**src/rtl/mul_pkg.sv**
```systemverilog
// rtl/mul_pkg.sv - shared types and constants for the Booth multiplier
// BOOTH_RADIX4_EN selects radix-4 recoding (bit triples, 2-bit shift); default is radix-2.
package mul_pkg;

  localparam int DEFAULT_WIDTH = 32;

`ifdef BOOTH_RADIX4_EN
  localparam int RECODE_BITS = 3;
  localparam int SHIFT_BITS  = 2;
`else
  localparam int RECODE_BITS = 2;
  localparam int SHIFT_BITS  = 1;
`endif

  typedef enum logic [1:0] {
    IDLE,
    RUN,
    FIN
  } state_t;

  typedef enum logic [2:0] {
    NOP,
    ADD1,
    SUB1,
    ADD2,
    SUB2
  } booth_op_t;

endpackage

```
**src/rtl/booth_encoder.sv**
```systemverilog
// rtl/booth_encoder.sv - Booth recoder: low multiplier bits plus Q(-1) to an add/sub operation
// BOOTH_RADIX4_EN selects the radix-4 table over {q1,q0,q-1}; otherwise radix-2 over {q0,q-1}.
module booth_encoder
  import mul_pkg::*;
(
  input  logic [RECODE_BITS-1:0] bits,
  output booth_op_t              op
);

  always_comb begin
    op = NOP;
`ifdef BOOTH_RADIX4_EN
    case (bits)
      3'b001, 3'b010: op = ADD1;
      3'b011:         op = ADD2;
      3'b100:         op = SUB2;
      3'b101, 3'b110: op = SUB1;
      default:        op = NOP;
    endcase
`else
    case (bits)
      2'b01:   op = ADD1;
      2'b10:   op = SUB1;
      default: op = NOP;
    endcase
`endif
  end

endmodule

```
**src/rtl/booth_multiplier.sv**
```systemverilog
// rtl/booth_multiplier.sv - sequential signed Booth multiplier (IDLE/RUN/FIN FSM, WIDTH+2 accumulator)
// BOOTH_RADIX4_EN selects radix-4 (WIDTH/2 steps); default radix-2 (WIDTH steps).
module booth_multiplier
  import mul_pkg::*;
#(
  parameter int WIDTH = DEFAULT_WIDTH
) (
  input  logic             clock,
  input  logic             clear,
  input  logic             start,
  input  logic [WIDTH-1:0] multiplicand,
  input  logic [WIDTH-1:0] multiplier,
  output logic             busy,
  output logic             done,
  output logic [WIDTH-1:0] hi,
  output logic [WIDTH-1:0] lo
);

  localparam int N  = WIDTH / SHIFT_BITS;
  localparam int AW = WIDTH + 2;
  localparam int CW = $clog2(N + 1);

  state_t           state_q, state_d;
  logic [AW-1:0]    acc_q, acc_d;
  logic [WIDTH-1:0] q_q, q_d;
  logic             qm1_q, qm1_d;
  logic [WIDTH-1:0] m_q, m_d;
  logic [CW-1:0]    cnt_q, cnt_d;
  logic [WIDTH-1:0] hi_q, hi_d;
  logic [WIDTH-1:0] lo_q, lo_d;
  logic             done_q, done_d;

  booth_op_t              op;
  logic [RECODE_BITS-1:0] recode_bits;
  logic [AW-1:0]          m_ext, m2_ext, sum;
  logic signed [AW+WIDTH:0] step_full, step_shr;

`ifdef BOOTH_RADIX4_EN
  assign recode_bits = {q_q[1:0], qm1_q};
`else
  assign recode_bits = {q_q[0], qm1_q};
`endif

  booth_encoder u_encoder (
    .bits (recode_bits),
    .op   (op)
  );

  assign m_ext  = {{2{m_q[WIDTH-1]}}, m_q};
  assign m2_ext = {m_q[WIDTH-1], m_q, 1'b0};

  // One Booth step: add/sub into the accumulator, then shift {acc,Q,Q(-1)} arithmetically.
  always_comb begin
    sum = acc_q;
    case (op)
      ADD1:    sum = acc_q + m_ext;
      SUB1:    sum = acc_q - m_ext;
      ADD2:    sum = acc_q + m2_ext;
      SUB2:    sum = acc_q - m2_ext;
      default: sum = acc_q;
    endcase
    step_full = {sum, q_q, qm1_q};
    step_shr  = step_full >>> SHIFT_BITS;
  end

  always_comb begin
    state_d = state_q;
    acc_d   = acc_q;
    q_d     = q_q;
    qm1_d   = qm1_q;
    m_d     = m_q;
    cnt_d   = cnt_q;
    hi_d    = hi_q;
    lo_d    = lo_q;
    done_d  = 1'b0;
    case (state_q)
      IDLE: begin
        if (start) begin
          m_d     = multiplicand;
          q_d     = multiplier;
          acc_d   = '0;
          qm1_d   = 1'b0;
          cnt_d   = CW'(N);
          state_d = RUN;
        end
      end
      RUN: begin
        acc_d = step_shr[AW+WIDTH:WIDTH+1];
        q_d   = step_shr[WIDTH:1];
        qm1_d = step_shr[0];
        cnt_d = cnt_q - CW'(1);
        if (cnt_q == CW'(1)) begin
          state_d = FIN;
        end
      end
      FIN: begin
        // The accumulator is sign-extended, so its low WIDTH bits are the true upper half.
        hi_d    = acc_q[WIDTH-1:0];
        lo_d    = q_q;
        done_d  = 1'b1;
        state_d = IDLE;
      end
      default: state_d = IDLE;
    endcase
  end

  always_ff @(posedge clock or posedge clear) begin
    if (clear) begin
      state_q <= IDLE;
      acc_q   <= '0;
      q_q     <= '0;
      qm1_q   <= 1'b0;
      m_q     <= '0;
      cnt_q   <= '0;
      hi_q    <= '0;
      lo_q    <= '0;
      done_q  <= 1'b0;
    end else begin
      state_q <= state_d;
      acc_q   <= acc_d;
      q_q     <= q_d;
      qm1_q   <= qm1_d;
      m_q     <= m_d;
      cnt_q   <= cnt_d;
      hi_q    <= hi_d;
      lo_q    <= lo_d;
      done_q  <= done_d;
    end
  end

  assign busy = (state_q != IDLE);
  assign done = done_q;
  assign hi   = hi_q;
  assign lo   = lo_q;

endmodule

```
**config.mk**
```make
export PLATFORM = sky130hd
export DESIGN_NAME = booth_multiplier
export DESIGN_NICKNAME = d
export VERILOG_FILES = /design/src/rtl/mul_pkg.sv /design/src/rtl/booth_encoder.sv /design/src/rtl/booth_multiplier.sv
export SDC_FILE = /design/constraint.sdc
export NUM_CORES = 1
export LEC_CHECK = 0
export CORE_MARGIN = 8
export CORE_UTILIZATION = 42
export CTS_CLUSTER_SIZE = 20
export DETAILED_ROUTE_END_ITERATION = 7
export PLACE_DENSITY = 0.62
export SYNTH_ARGS = -nofsm -noshare
export SYNTH_HDL_FRONTEND = slang
export SYNTH_SLANG_ARGS = --single-unit
```
**constraint.sdc**
```tcl
create_clock -name clock -period 6.2 [get_ports clock]
set_clock_uncertainty 0.2 [all_clocks]
set_input_delay 1.55 -clock clock [delete_from_list [all_inputs] [get_ports clock]]
set_output_delay 1.55 -clock clock [all_outputs]
set_load 0.1 [all_outputs]
```
==> out/qor.txt, run 1 <==
Outcome: completed
First-pass GRT wire length: 51300 um
Largest net degree at the start of global routing: 75
Net Count, Synth: 1360
Hold_buf cts: 0
Synth Register Bits: 171
IO Count: 133
CP Cell Sequence: or4_4 > nor3_1 > nand3b_1 > nor3_2 > and3b_1 > nand2_1 > nor3_2 > a21oi_1 > xnor2_1 > ha_1 > nand2_1 > nor2_1 > a21oi_1 > o21ai_0 > a31o_2 > and3_1 > o41ai_2 > xor2_1 > o221ai_1
Critical Path RT: 6.29 ns
DRT iter0 DRCs: 563
Synthesized area: 11000 sq um
Vias: 9526
Vias in the first global route: 9585
Max-slew violations: 0
Worst Setup Start Kind: register
Pre-antenna DRT Iters: 5
Maximum cell stage delay along the critical path: 0.61 ns
Critical Path End Type: register
Hold Path Sink: cnt_q[5]$_DFFE_PP0P_
DRC viols: 0
Layout filler cell count: 2436
Vias per cell: 5.69
Crit path DAT: 4.96 ns
Placed Cells: 1642
Setup Fix Bufs, Post-CTS: 0
Row count: 59
Finished Layout Cells: 1674
Register Area: 4280 sq um
Critical path class: reg -> reg
ANT cells: 0
Nets: 1466
# port buffers: 132
MaxCap Viol Count: 0
Worst r2r path cells: 19
Cells after synthesis: 1220
Critical path peak fanout: 7
Hold path start: cnt_q[5]$_DFFE_PP0P_
HP Class: reg -> reg
Detail Placement HPWL: 22400 um
CTS tree: yes
Cell depth of the worst hold path: 1
Initial antenna violation count: 0
Die Area: 31600 sq um
Max Root-Sink Buffers: 2
Hold Fails Final Rpt: 0
TNS Setup: 0 ns
Worst rel slew slack: 20.1%
Register-to-register setup slack: 1.33 ns
Reg2reg end: acc_q[31]$_DFFE_PP0P_
Clock period minus worst slack: 4.87 ns
Clock transition at path regs: 0.07 ns
Gpl congestion: 0.907
Synth Flop Type: dfrtp_1
Average instance area after synthesis: 9.01 sq um
Area Growth Syn to Fin: 20.4%
DRT antenna net count: 0
Die H: 178 um
Skew-Pair Late Insertion Delay: 0.44 ns
Die Wd: 178 um
Share of cells above drive strength 1: 9.34%
Avg WL per Cell: 18.9 um
Seq/Total Area, Yosys: 38.9%
Total core area: 25900 sq um
Multi-input logic area: 6400 sq um
Worst reg2reg startpoint: m_q[2]$_DFFE_PP0P_
Unrepaired setup endpoints after global routing: false
Hold_ws: 0.299 ns
Final core occ: 51.1%
Crit share post-route: 78.5%
TritonCTS buffer count: 17
Root Buffer: clkbuf_16
Yosys cell types: 69
Total of warnings raised by yosys: 0
Crit-path slowest cell: or4_4
Async set or reset register ratio after synthesis: 100%
CTS-repair resized insts: 0
Total global-route track usage: 20.3%
WL final: 31700 um
Total grt overflow: 0
Htree depth: 4
FMAX: 0.205 GHz
Starting density of the core: 42.4%
Post-synth EDFFs: 0
CTS sink cnt: 171
Final setup vio count: 0
Slew of the pin with the lowest slew margin: 1.19 ns
==> critical path: cells and delay by family (launching register included) <==
kind,cells,cell delay [ns]
AOI/OAI and AO/OA,6,0.93
xor gates and xnor gates,2,0.33
adders and majority gates,1,0.38
DFF,1,0.46
and+or+nand+nor,10,2.43
==> cells in the mapped netlist (20+ instances only) <==
cell type | n | area, sq um
a21o_1 | 24 | 180
inv_1 | 31 | 116
a21oi_1 | 102 | 510
nand2_1 | 211 | 792
nand3_1 | 28 | 140
nor2_1 | 61 | 229
a22oi_1 | 38 | 285
nor3_1 | 20 | 100
xnor2_1 | 58 | 508
dfrtp_1 | 171 | 4280
o21ai_0 | 85 | 425
xor2_1 | 28 | 245
mux2_2 | 64 | 721
ha_1 | 71 | 888
clkbuf_1 | 47 | 176
==> placed cells by master (no fill, tap or decap), drive strengths merged, types with 13 or more instances in the layout <==
| cell type | synthesis | layout |
|---|---|---|
| a22oi | 38 | 38 |
| a211oi | 13 | 13 |
| clkdlybuf4s50 | 0 | 132 |
| dfrtp | 171 | 171 |
| nand3 | 28 | 28 |
| nor3 | 22 | 22 |
| a21oi | 103 | 103 |
| clkbuf | 47 | 17 |
| buf | 11 | 13 |
| mux2 | 64 | 64 |
| xnor2 | 58 | 58 |
| ha | 71 | 71 |
| nor2 | 61 | 61 |
| xor2 | 28 | 28 |
| o21ai | 85 | 85 |
| nand2 | 211 | 211 |
| a21o | 24 | 24 |
| inv | 31 | 38 |
==> registers in the layout, indices dropped and copies added (netlist names), 2 cells and up <==
register and flops:
acc_q 33, hi 32, lo 32, m_q 32
q_q 32, cnt_q 6, state_q 2
==> stage by stage <==
| step | cell area (sq um) | worst slack (ns) |
|---|---|---|
| 4_1_cts | 13200 | 1.38 |
| 3_3_place_gp | 12600 | 1.52 |
| 6_report | 13200 | 1.33 |
| 2_1_floorplan | 11000 | 1.96 |
| 3_5_place_dp | 12600 | 1.41 |
| 5_1_grt | 13200 | 0.981 |
==> worst max-delay path by stage <==
| stage | slack [ns] | to | from |
|---|---|---|---|
| floorplan | 1.96 | acc_q[31]$_DFFE_PP0P_ | m_q[2]$_DFFE_PP0P_ |
| global placement | 1.52 | acc_q[31]$_DFFE_PP0P_ | m_q[2]$_DFFE_PP0P_ |
| detailed placement | 1.41 | acc_q[31]$_DFFE_PP0P_ | m_q[2]$_DFFE_PP0P_ |
| CTS | 1.38 | acc_q[31]$_DFFE_PP0P_ | m_q[2]$_DFFE_PP0P_ |
| global route | 0.98 | acc_q[30]$_DFFE_PP0P_ | m_q[2]$_DFFE_PP0P_ |
| finish | 1.33 | acc_q[31]$_DFFE_PP0P_ | m_q[2]$_DFFE_PP0P_ |
==> per-layer routing <==
metal / vias up / GRT usage, % / part of all wire (%)
met5: - / 0 / 0
met4: 0 / 6.25 / 1.8
met3: 40 / 5.60 / 7.3
met2: 239 / 31.8 / 46
met1: 4640 / 26.8 / 45
li1: 4607 / - / -
==> cells by family after synthesis <==
family          count (synthesis)  synth area share, %
flops                         171                 38.9
buf+inv                        90                 3.11
mux                            67                 6.83
fa+ha+maj                      73                 8.44
simple gates                  387                 15.8
compound gates                346                 20.1
xor+xnor                       86                 6.85
==> area by class of cell <==
cell class | instances | area share, %
clock buffers | 17 | 3.21
clock inverters | 15 | 1.29
inverters | 32 | 0.936
multi-input cells | 959 | 48.3
flip-flops and latches | 171 | 32.3
well taps | 335 | 3.17
repair buffers | 145 | 10.7
Power of run 1 is not shown: default switching activity piles up to over one toggle a cycle in this logic, so the estimate is an artifact.
==> run 2, diff against run 1 <==
==> constraint.sdc (replaced) <==
create_clock -name clock -period 4.3 [get_ports clock]
set_clock_uncertainty 0.2 [all_clocks]
set_input_delay 1.075 -clock clock [delete_from_list [all_inputs] [get_ports clock]]
set_output_delay 1.075 -clock clock [all_outputs]
set_load 0.1 [all_outputs]
==> out/qor.txt, run 2 (synthesis results as in run 1) <==
Vias: 9912 (was 9526)
Register-to-register setup slack: 0.005 ns (was 1.33 ns)
Critical Path RT: 4.44 ns (was 6.29 ns)
Die Wd: 178 um (unchanged)
Avg WL per Cell: 18.7 um (was 18.9 um)
Unrepaired setup endpoints after global routing: true (was false)
Area Growth Syn to Fin: 28.1% (was 20.4%)
Hold Fails Final Rpt: 0 (unchanged)
FMAX: 0.233 GHz (was 0.205 GHz)
Final setup vio count: 0 (unchanged)
Total grt overflow: 0 (unchanged)
Crit path DAT: 4.44 ns (was 4.96 ns)
IO Count: 133 (unchanged)
Hold path start: cnt_q[5]$_DFFE_PP0P_ (unchanged)
Multi-input logic area: 6590 sq um (was 6400 sq um)
HP Class: reg -> reg (unchanged)
Flip-flop count of the largest register after layout: 33 (unchanged)
Row count: 59 (unchanged)
WL final: 32700 um (was 31700 um)
Commonest cells after routing, fill and taps aside: nand2_1 (210), dfrtp_1 (171), clkdlybuf4s50_1 (132) (was nand2_1 (211), dfrtp_1 (171), clkdlybuf4s50_1 (132))
Vias in the first global route: 9896 (was 9585)
Gpl congestion: 0.929 (was 0.907)
CP Capture Point: acc_q[32]$_DFFE_PP0P_ (was acc_q[31]$_DFFE_PP0P_)
Htree depth: 4 (unchanged)
Share of cells above drive strength 1: 16.5% (was 9.34%)
# port buffers: 132 (unchanged)
Max-slew violations: 0 (unchanged)
Design Area, Final: 14100 sq um (was 13200 sq um)
Setup crit start: m_q[2]$_DFFE_PP0P_ (unchanged)
Worst rel slew slack: 30.5% (was 20.1%)
Slew of the pin with the lowest slew margin: 1.04 ns (was 1.19 ns)
Outcome: completed (unchanged)
Clock period minus worst slack: 4.29 ns (was 4.87 ns)
Detail Placement HPWL: 23400 um (was 22400 um)
DRT iter0 DRCs: 757 (was 563)
Total global-route track usage: 20.8% (was 20.3%)
Worst r2r path cells: 18 (was 19)
CTS sink cnt: 171 (unchanged)
Critical path peak fanout: 6 (was 7)
Crit share post-route: 99.9% (was 78.5%)
Register Area: 4280 sq um (unchanged)
MaxCap Viol Count: 0 (unchanged)
Worst Setup Start Kind: register (unchanged)
Vias per cell: 5.67 (was 5.69)
Total core area: 25900 sq um (unchanged)
DRT antenna net count: 0 (unchanged)
Pre-antenna DRT Iters: 5 (unchanged)
ANT cells: 0 (unchanged)
Layout filler cell count: 2324 (was 2436)
Dpl cell area: 13200 sq um (was 12600 sq um)
TritonCTS buffer count: 17 (unchanged)
Critical path class: reg -> reg (unchanged)
Most common cell after layout, fill and taps aside: nand2_1 (unchanged)
Starting density of the core: 42.4% (unchanged)
CTS tree: yes (unchanged)
Die Area: 31600 sq um (unchanged)
Die H: 178 um (unchanged)
Max Root-Sink Buffers: 2 (unchanged)
First-pass GRT wire length: 52700 um (was 51300 um)
Critical Path End Type: register (unchanged)
Skew-Pair Late Insertion Delay: 0.45 ns (was 0.44 ns)
Largest net degree at the start of global routing: 109 (was 75)
Worst reg2reg startpoint: m_q[2]$_DFFE_PP0P_ (unchanged)
Root Buffer: clkbuf_16 (unchanged)
Initial antenna violation count: 0 (unchanged)
DRC viols: 0 (unchanged)
Clock transition at path regs: 0.08 ns (was 0.07 ns)
Most flops, register: acc_q (unchanged)
Reg2reg end: acc_q[32]$_DFFE_PP0P_ (was acc_q[31]$_DFFE_PP0P_)
Nets: 1540 (was 1466)
## run 2: changes by cell type in the layout (fill, tap and decap cells not counted), moves of 4 or more
cell and change:
buf_4 +68, o21ai_1 +9, buf_12 +5, a21oi_2 +12, o21ai_0 -10, nor4_1 -4, nor4_2 +4, a21oi_1 -12
## run 2: critical path, stage by stage, from the launching register on
cell	delay, ns
dfrtp_1	0.39
or4_4	0.56
buf_4	0.16
nor4_4	0.22
and4b_1	0.30
buf_6	0.12
buf_12	0.10
and3_4	0.20
nor2_1	0.05
xnor2_1	0.14
ha_1	0.40
nand4_1	0.19
nor4_2	0.26
o2bb2ai_1	0.17
a21oi_2	0.06
a41oi_2	0.20
xnor2_1	0.11
buf_4	0.14
o311ai_2	0.21
## run 2: worst min-delay path by stage
stage                                      end  slack [ns]  cells past startpoint
final                     cnt_q[5]$_DFFE_PP0P_        0.29                      1
after global routing      cnt_q[5]$_DFFE_PP0P_        0.30                      1
after CTS                 cnt_q[5]$_DFFE_PP0P_        0.28                      1
after detailed placement  cnt_q[5]$_DFFE_PP0P_        0.27                      1
after global placement    cnt_q[5]$_DFFE_PP0P_        0.26                      1
after floorplan           cnt_q[5]$_DFFE_PP0P_        0.25                      1
## run 2: cell type report
cell class | instances | area share, %
clock buffers | 17 | 3.02
inverters | 32 | 0.879
multi-input cells | 959 | 46.8
repair buffers | 219 | 14.5
clock inverters | 15 | 1.47
flip-flops and latches | 171 | 30.4
well taps | 335 | 2.98
## run 2: through the flow
step           utilization [%]  cells  TNS, ns  hold WS (ns)  worst slack (ns)
2_1_floorplan                -   1220        0         0.246            0.0557
3_3_place_gp              51.0   1710   -0.435         0.263            -0.136
3_5_place_dp              51.0   1710    -1.03         0.265            -0.259
4_1_cts                   53.6   1743  -0.0135         0.283           -0.0135
5_1_grt                   54.4   1748   -0.976         0.303            -0.254
6_report                  54.4   1748        0         0.285           0.00513
## run 2: routing by layer
metal	routed length (um)	vias up	track usage, %
li1	-	4758	-
met1	14700	4804	28.2
met2	15000	310	33.0
met3	2460	40	4.81
met4	472	0	5.35
met5	0	-	0
## run 2: repair_timing
| action | in CTS | in global routing |
|---|---|---|
| gates resized for setup | 10 | 41 |
| endpoints found under the hold margin | 0 | 0 |
| cloned | 0 | 0 |
| buffers inserted | 1 | 5 |
| hold buffers | 0 | 0 |
| pin swaps | 5 | 9 |
| setup endpoints to repair | 8 | 12 |
Power of run 2 is left out for the same reason.
